<file path="src/rtl/sprite_line_engine.sv">
`default_nettype none
// ============================================================================
// Module  : sprite_line_engine
// Brief   : Per-scanline multi-sprite renderer into a ping-pong line buffer.
//           Optional mirroring support is built when SPRITE_FLIP_EN is defined.
// Revision: 1.0 - initial release
// ============================================================================
module sprite_line_engine #(
    parameter int NUM_SPRITES      = 8,
    parameter int SPRITES_PER_LINE = 4,
    parameter int LINE_W           = 320
) (
    input  logic                           i_Clk,
    input  logic                           reset,
    input  logic                           line_start,
    input  logic [9:0]                     next_row,
    input  logic                           attr_we,
    input  logic [$clog2(NUM_SPRITES)-1:0] attr_idx,
    input  logic                           attr_en,
    input  logic [5:0]                     attr_num,
    input  logic [9:0]                     attr_x,
    input  logic [9:0]                     attr_y,
    input  logic                           attr_hflip,
    input  logic                           attr_vflip,
    output logic [5:0]                     rom_sprite,
    output logic [2:0]                     rom_row,
    output logic [2:0]                     rom_col,
    input  logic [1:0]                     rom_pixel,
    input  logic [9:0]                     rd_column,
    output logic [1:0]                     rd_pixel,
    output logic                           busy,
    output logic                           overflow,
    output logic                           late,
    input  logic                           flags_clr
);

    localparam int IDX_W  = $clog2(NUM_SPRITES);
    localparam int SLOT_W = (SPRITES_PER_LINE > 1) ? $clog2(SPRITES_PER_LINE) : 1;
    localparam int CNT_W  = $clog2(SPRITES_PER_LINE + 1);
    localparam int CLR_W  = $clog2(LINE_W);
    localparam int ADDR_W = $clog2(2 * LINE_W);

    typedef enum logic [2:0] {
        S_IDLE  = 3'd0,
        S_CLEAR = 3'd1,
        S_SCAN  = 3'd2,
        S_DRAW  = 3'd3,
        S_DRAIN = 3'd4
    } state_t;

    state_t state, state_nx;

    // Attribute table; only the x position in buffer-entry units is kept.
    logic [NUM_SPRITES-1:0] en_tab;
    logic [5:0]             num_tab [NUM_SPRITES];
    logic [8:0]             xh_tab  [NUM_SPRITES];
    logic [9:0]             y_tab   [NUM_SPRITES];
    logic                   unused_x0;

    assign unused_x0 = attr_x[0];

    always_ff @(posedge i_Clk) begin
        if (reset) begin
            en_tab <= '0;
        end else if (attr_we) begin
            en_tab[attr_idx] <= attr_en;
        end
    end

    always_ff @(posedge i_Clk) begin
        if (attr_we) begin
            num_tab[attr_idx] <= attr_num;
            xh_tab[attr_idx]  <= attr_x[9:1];
            y_tab[attr_idx]   <= attr_y;
        end
    end

`ifdef SPRITE_FLIP_EN
    logic [NUM_SPRITES-1:0] hf_tab;
    logic [NUM_SPRITES-1:0] vf_tab;

    always_ff @(posedge i_Clk) begin
        if (attr_we) begin
            hf_tab[attr_idx] <= attr_hflip;
            vf_tab[attr_idx] <= attr_vflip;
        end
    end
`else
    logic unused_flip;
    assign unused_flip = attr_hflip ^ attr_vflip;
`endif

    logic              wr_bank;
    logic [9:0]        row_q;
    logic [CLR_W-1:0]  clr_idx;
    logic [IDX_W-1:0]  scan_idx;
    logic [CNT_W-1:0]  nhits;
    logic [CNT_W-1:0]  cur_slot;
    logic [2:0]        col;
    logic              pend;
    logic [9:0]        pend_entry;

    logic [IDX_W-1:0]  slot_idx [SPRITES_PER_LINE];
    logic [2:0]        slot_row [SPRITES_PER_LINE];

    logic [9:0]        scan_dy;
    logic              scan_hit, scan_room, scan_take, scan_last;
    logic [CNT_W-1:0]  scan_cnt;
    logic [IDX_W-1:0]  draw_idx;
    logic [2:0]        draw_row;
    logic [9:0]        draw_entry;

    assign scan_dy   = row_q - y_tab[scan_idx];
    assign scan_hit  = (state == S_SCAN) && en_tab[scan_idx] && (scan_dy < 10'd16);
    assign scan_room = nhits < CNT_W'(SPRITES_PER_LINE);
    assign scan_take = scan_hit && scan_room;
    assign scan_last = scan_idx == IDX_W'(NUM_SPRITES - 1);
    assign scan_cnt  = nhits + CNT_W'(scan_take);

    assign draw_idx   = slot_idx[cur_slot[SLOT_W-1:0]];
    assign draw_row   = slot_row[cur_slot[SLOT_W-1:0]];
    assign draw_entry = {1'b0, xh_tab[draw_idx]} + {7'd0, col};

    always_ff @(posedge i_Clk) begin
        if (reset) begin
            state <= S_IDLE;
        end else begin
            state <= state_nx;
        end
    end

    always_comb begin
        state_nx   = state;
        busy       = (state != S_IDLE);
        rom_sprite = '0;
        rom_row    = '0;
        rom_col    = '0;
        case (state)
            S_CLEAR: if (clr_idx == CLR_W'(LINE_W - 1)) state_nx = S_SCAN;
            S_SCAN:  if (scan_last) state_nx = (scan_cnt != '0) ? S_DRAW : S_IDLE;
            S_DRAW: begin
                rom_sprite = num_tab[draw_idx];
`ifdef SPRITE_FLIP_EN
                rom_row    = vf_tab[draw_idx] ? ~draw_row : draw_row;
                rom_col    = hf_tab[draw_idx] ? ~col : col;
`else
                rom_row    = draw_row;
                rom_col    = col;
`endif
                if (col == 3'd7 && cur_slot == '0) state_nx = S_DRAIN;
            end
            S_DRAIN: state_nx = S_IDLE;
            default: state_nx = state;
        endcase
        if (line_start) state_nx = S_CLEAR;
    end

    always_ff @(posedge i_Clk) begin
        if (reset) begin
            wr_bank    <= 1'b0;
            row_q      <= '0;
            clr_idx    <= '0;
            scan_idx   <= '0;
            nhits      <= '0;
            cur_slot   <= '0;
            col        <= '0;
            pend       <= 1'b0;
            pend_entry <= '0;
        end else begin
            pend       <= (state == S_DRAW) && !line_start;
            pend_entry <= draw_entry;
            if (line_start) begin
                wr_bank  <= ~wr_bank;
                row_q    <= next_row;
                clr_idx  <= '0;
                scan_idx <= '0;
                nhits    <= '0;
                col      <= '0;
            end else begin
                case (state)
                    S_CLEAR: clr_idx <= clr_idx + CLR_W'(1);
                    S_SCAN: begin
                        scan_idx <= scan_idx + IDX_W'(1);
                        nhits    <= scan_cnt;
                        cur_slot <= scan_cnt - CNT_W'(1);
                        col      <= '0;
                    end
                    S_DRAW: begin
                        col <= col + 3'd1;
                        if (col == 3'd7) cur_slot <= cur_slot - CNT_W'(1);
                    end
                    default: ;
                endcase
            end
        end
    end

    always_ff @(posedge i_Clk) begin
        if (scan_take && !line_start) begin
            slot_idx[nhits[SLOT_W-1:0]] <= scan_idx;
            slot_row[nhits[SLOT_W-1:0]] <= scan_dy[3:1];
        end
    end

    // Clearing takes priority over a same-cycle set.
    always_ff @(posedge i_Clk) begin
        if (reset) begin
            overflow <= 1'b0;
            late     <= 1'b0;
        end else begin
            if (flags_clr)                               overflow <= 1'b0;
            else if (scan_hit && !scan_room && !line_start) overflow <= 1'b1;
            if (flags_clr)                               late <= 1'b0;
            else if (line_start && state != S_IDLE)      late <= 1'b1;
        end
    end

    // Both banks share one array: bank 1 sits at offset LINE_W.
    logic [1:0]        line_mem [2*LINE_W];
    logic              mem_we;
    logic [9:0]        mem_entry;
    logic [1:0]        mem_data;
    logic [ADDR_W-1:0] mem_waddr;
    logic [ADDR_W-1:0] mem_raddr;

    always_comb begin
        mem_we    = 1'b0;
        mem_entry = pend_entry;
        mem_data  = rom_pixel;
        if (state == S_CLEAR && !line_start) begin
            mem_we    = 1'b1;
            mem_entry = 10'(clr_idx);
            mem_data  = 2'd0;
        end else if (pend && rom_pixel != 2'd0 && pend_entry < 10'(LINE_W)) begin
            mem_we = 1'b1;
        end
    end

    assign mem_waddr = ADDR_W'(mem_entry) + (wr_bank ? ADDR_W'(LINE_W) : ADDR_W'(0));
    assign mem_raddr = ADDR_W'(rd_column[9:1]) + (wr_bank ? ADDR_W'(0) : ADDR_W'(LINE_W));

    always_ff @(posedge i_Clk) begin
        if (mem_we) line_mem[mem_waddr] <= mem_data;
    end

    always_ff @(posedge i_Clk) begin
        if (reset) begin
            rd_pixel <= 2'd0;
        end else if ({1'b0, rd_column} < 11'(2 * LINE_W)) begin
            rd_pixel <= line_mem[mem_raddr];
        end else begin
            rd_pixel <= 2'd0;
        end
    end

endmodule
`default_nettype wire

</file>
<file path="config.mk">
export PLATFORM = sky130hd
export DESIGN_NAME = sprite_line_engine
export DESIGN_NICKNAME = d
export VERILOG_FILES = /design/src/rtl/sprite_line_engine.sv
export SDC_FILE = /design/constraint.sdc
export NUM_CORES = 2
export LEC_CHECK = 0
export CORE_MARGIN = 2
export CORE_UTILIZATION = 65
export CTS_BUF_LIST = sky130_fd_sc_hd__clkbuf_4 sky130_fd_sc_hd__clkbuf_8
export DETAILED_ROUTE_END_ITERATION = 6
export DONT_BUFFER_PORTS = 1
export GPL_TIMING_DRIVEN = 0
export HOLD_SLACK_MARGIN = 0.02
export PLACE_DENSITY = 0.83
export SLEW_MARGIN = 20
export SYNTH_ARGS = -nofsm -noshare
export SYNTH_HDL_FRONTEND = slang
export SYNTH_SLANG_ARGS = --single-unit
</file>
<file path="constraint.sdc">
create_clock -name i_Clk -period 30.3 [get_ports i_Clk]
set_clock_uncertainty 0.1 [all_clocks]
set_input_delay 6.06 -clock i_Clk [delete_from_list [all_inputs] [get_ports i_Clk]]
set_output_delay 6.06 -clock i_Clk [all_outputs]
set_load 0.05 [all_outputs]
</file>
Word level (Yosys, flattened, before mapping)
Memory sizes are Yosys's and may differ from the RTL's. A register that Yosys moved wholly into a read port is not among the register bits. Index checks and enable logic that the tools add are counted.

Memories: 6. Register bits: 56. Input bits: 59. Memory bits (writable): 1504.

Memory list: line_mem (words 640, bits a word 2, rd ports 1, clocked after memory_dff 1, wr ports 1, line 219) `logic [1:0] line_mem [2*LINE_W];`; y_tab (words 8, bits a word 10, rd ports 1, clocked after memory_dff 1, wr ports 1, line 57) `logic [9:0] y_tab [NUM_SPRITES];`; xh_tab (words 8, bits a word 9, rd ports 1, clocked after memory_dff 0, wr ports 1, line 56) `logic [8:0] xh_tab [NUM_SPRITES];`; num_tab (words 8, bits a word 6, rd ports 1, clocked after memory_dff 0, wr ports 1, line 55) `logic [5:0] num_tab [NUM_SPRITES];`; slot_idx (words 4, bits a word 3, rd ports 1, clocked after memory_dff 1, wr ports 1, line 103) `logic [IDX_W-1:0] slot_idx [SPRITES_PER_LINE];`; slot_row (words 4, bits a word 3, rd ports 1, clocked after memory_dff 1, wr ports 1, line 104) `logic [2:0] slot_row [SPRITES_PER_LINE];`.

Reduce and logical (&&, ||, !) cells: 28. Muxes and demuxes: 35. Bitwise operators: 3. Add/subtract/negate cells: 10. Equality and inequality tests: 14. Order comparisons: 7.

Operator list (number): $mux 3 (8); $mux 9 (2); $logic_and 1x1->1 (13); $mux 2 (6); $pmux 3 s2 (2); $pmux 3 s4 (1); $mux 1 (11); $add 10x9->10 (1); $add 9x3->10 (1); $add 9x9->10 (1); $lt 10x10->1 const B (1); $lt 10x5->1 const B (1); $lt 10x9->1 const B (1); $mux 10 (1); $sub 10x10->10 (1); $add 9x1->9 const B (1); $eq 3x3->1 const B (3); $eq 9x9->1 const B (1); $ne 3x3->1 const B (3); $bwmux 8 (1); $lt 3x4->1 const B (2); $ne 2x2->1 const B (4); $reduce_and 4->1 (2); $add 3x1->3 const B (2); other kinds (18) (27).

Longest topological paths before layout
Depth after elaboration: 11. Depth in mapped cells: 23.

Worst setup path after synthesis
OpenSTA, ideal clock, no wires.

Kind: in2reg. From: in line_start. To: mem line_mem[0][0], data pin. Library setup time: 3.310 ns. Data arrival time: 21.781 ns. Slack: 5.109 ns. Data required time: 26.890 ns. Stages: 3. Cell sequence: nor4b_4 > clkbuf_1 > nor2b_1.

Cells in the longest elaborated chain, start to end: 3.

Ends and longest elaborated chain: from (decl) (line 15) `input logic line_start,`; $logic_not 1->1 (line 230) `if (state == S_CLEAR && !line_start) begin`; $logic_and 1x1->1 (line 230); $mux 2 (line 230); net mem_data[0] (line 222) `logic [1:0] mem_data;`; to (decl) (line 219).

The timed path passes the listed nets, and every way through them passes these cells.

==> key figures <==
Pwr
  • Max VDD drop: 0.05665 mV
  • Sw Pwr: 0.001014 W
  • Part of the total power dissipated in the clock network: 38.5%
  • Combinational share of power: under 10%
  • Switching part of the total: 23.15%
  • Static Leak: around 22 nW
  • Register share of total power: 54.8%
  • Total power: ~0.0044 W
  • Power density over cell area: 61.33 nW/µm²
  • Pint: 0.003366 W

Yosys
  • Cell Area, Synth: 63910 µm²
  • EDFF count, synth: 1504
  • Async SR Flop Fraction: 0%
  • #FFs+latches synth: roughly 1600
  • Syn. warnings: 0
  • Seq/Total Area, Yosys: 72.64%
  • Avg Synthesized Cell Area: 17.36 µm²
  • Mapped Nets: 3767
  • Synth unique cells: just over 70
  • Cells after synthesis: 3681
  • Ys flop type: edfxtp_1

Flow run
  • Maxcap violations: 0

Placed design
  • Post-detail-place hpwl: 121.9 mm
  • Cell count after placement: around 5000
  • RePlAce Congestion: 1.043
  • IO Port Bufs: 0

Routing
  • Number of DRC markers in iteration 0: 8007
  • Post-Route WL: between 150 and 200 mm
  • Wire length per cell: around 35 µm
  • DR DRC count: 5
  • Vias/cell: 7.134
  • Total number of vias: between 30000 and 40000
  • Drt pass-1 iters: 7
  • Final ANT Viol Nets: 0

Min path
  • Hold_sp: en_tab[6]$_SDFFE_PP0P_
  • Min-delay worst type: reg -> reg

Status
  • Run status: complete, but fails checks
  • Failing checks: DRC

Floorplanning
  • Cell Rows: 115
  • Initial Utilization: 65.23%
  • Die area: 100900 µm²
  • Core ar.: 97990 µm²
  • Die Width: ~320 µm
  • Chip height: 317.6 µm
  • I/O Pins: 76

Clocking
  • Post-CTS resize count: 0
  • CTS tree: built
  • H-tree depth: 4
  • Clock sink count: 1567
  • Clock buffer depth: 3
  • Clock latency on the worst-skew pair: 910 ps
  • Number of CTS-inserted buffers: between 200 and 250
  • Clock slew at reported path FFs: roughly 70 ps
  • Hold buffers post-CTS: 0
  • Post-CTS Setup Bufs: 0
  • Root buf cell: clkbuf_8

Global route
  • Remaining Overflow, GRT: 0
  • GR Util All Layers: 37.58%
  • Largest net degree at the start of global routing: 44
  • Global-route wire length before repair: 264.6 mm
  • Vias in the first global route: just under 40000
  • Antenna violations before repair: 6

Worst setup path
  • CP Data Arrival Time: 4280 ps
  • Worst Path Class, Setup: reg -> out
  • CP required: 24140 ps
  • R2R Setup Slk: 24420 ps
  • Critical path peak fanout: 10
  • Worst Setup End Kind: primary output
  • CP Launch Type: register

Layout
  • Final nets: 4053
  • Highest-count cells in the layout ignoring fill and taps: edfxtp_1, nor2_1, mux4_2
  • Fin cells: 5446
  • Commonest non-fill, non-tap cell in the layout: edfxtp_1
  • Layout cells sized above 1: 22.99%
  • Area grow syn2layout: 11.74%
  • Filler cell count in the final layout: 5328
  • Fin util: ~73%

STA
  • Crit share post-route: 34.46%
  • Slew headroom: roughly a tenth
  • Setup tns final: 0 ps
  • Hold Slack: 398.5 ps
  • Fin. Hold Viols: 0
  • Max Slew Vio Count: 0
  • Peak Freq: 95.78 MHz
  • Crit path time final: 10440 ps
  • Measured slew at the worst slew-check pin: 1346 ps
  • Final setup vio count: 0
  • RSZ-0062 raised after global routing: false
[worst max-delay path, stage by stage (launching register included)]
cell and delay (ps):
dfxtp_1 300, buf_4 170, mux4_2 400, buf_2 300
clkbuf_1 460, clkbuf_1 540, mux4_2 320, mux2i_1 70
nor2_1 810
[power by group through the flow]
stage	clock network, W	logic, W	registers, W
floorplan	0	0.000150	0.00248
global placement	0	0.000247	0.00251
detailed placement	0	0.000278	0.00245
CTS	0.00167	0.000280	0.00240
global route	0.00176	0.000296	0.00240
finish	0.00168	0.000295	0.00240
[synthesized netlist by cell type, types with 12 or more instances]
| cell | instances | area (µm²) |
|---|---|---|
| a21oi_1 | 43 | 215.2 |
| a22o_1 | 12 | 105.1 |
| a22oi_1 | 53 | 397.9 |
| a31oi_1 | 15 | 93.84 |
| buf_1 | 18 | 67.56 |
| buf_2 | 50 | 250.2 |
| buf_4 | 20 | 150.1 |
| clkbuf_1 | 181 | 679.4 |
| dfxtp_1 | 63 | 1261 |
| edfxtp_1 | 1504 | 45160 |
| ha_1 | 25 | 312.8 |
| inv_1 | 13 | 48.80 |
| mux2i_1 | 118 | 1181 |
| mux4_2 | 376 | 8468 |
| nand2_1 | 130 | 488.0 |
| nand2b_1 | 15 | 93.84 |
| nand3_1 | 27 | 135.1 |
| nand4_1 | 14 | 87.58 |
| nor2_1 | 740 | 2778 |
| nor2b_1 | 29 | 181.4 |
| nor3_1 | 39 | 195.2 |
| o21ai_0 | 27 | 135.1 |
| o22ai_1 | 12 | 75.07 |
| xnor2_1 | 15 | 131.4 |
[state kept, by name, summed over array words and instances, names as in the netlist, 8 cells and up, named ones only]
signal / count
line_mem: 1280
y_tab: 80
xh_tab: 72
num_tab: 48
slot_idx: 12
slot_row: 12
pend_entry: 10
row_q: 10
clr_idx: 9
en_tab: 8
[final timing paths]
check | endpoint | cells past startpoint
max | rom_sprite[0] | 8
min | en_tab[6]$_SDFFE_PP0P_ | 2
max reg2reg | cur_slot[2]$_SDFFE_PP0P_ | 19
min reg2reg | en_tab[6]$_SDFFE_PP0P_ | 2
[per-stage QoR]
| stage | setup WS, ps | area [µm²] |
|---|---|---|
| CTS | 19790 | 71380 |
| floorplan | 5109 | 63910 |
| detailed placement | 19580 | 66870 |
| finish | 19860 | 71420 |
| global placement | -8654 | 65520 |
| global route | 19670 | 71410 |
[final cells by class]
cell class / instances / area [µm²] / share of cell area, %
Multi-Input combinational cell: 1830 / 16370 / 22.92
Tap cell: 1287 / 1610 / 2.255
Clock inverter: 102 / 635.6 / 0.8900
Timing Repair Buffer: 56 / 1207 / 1.691
Clock buffer: 315 / 3879 / 5.431
Inverter: 14 / 52.55 / 0.07358
Sequential cell: 1567 / 46420 / 65.01
Antenna cell: 5 / 12.51 / 0.01752
Buffer: 270 / 1227 / 1.719
[kinds of logic after synthesis]
group                    share of synthesized area (%)
flip-flops                                       72.64
AND/OR/NAND/NOR                                  6.907
multiplexers                                     15.30
buffers and inverters                            1.895
AO/OA/AOI/OAI                                    2.371
adder cells (fa/ha/maj)                         0.5521
XOR/XNOR                                        0.3426
[metal layers]
| layer | global-route usage (%) | part of all wire, % | up-vias |
|---|---|---|---|
| met5 | 0 | 0.038 | - |
| met4 | 24.29 | 7.9 | 8 |
| met3 | 14.79 | 17 | 848 |
| met2 | 56.36 | 45 | 4066 |
| met1 | 46.02 | 30 | 18940 |
| li1 | - | - | 14990 |
(Power assumes the default switching activity.)
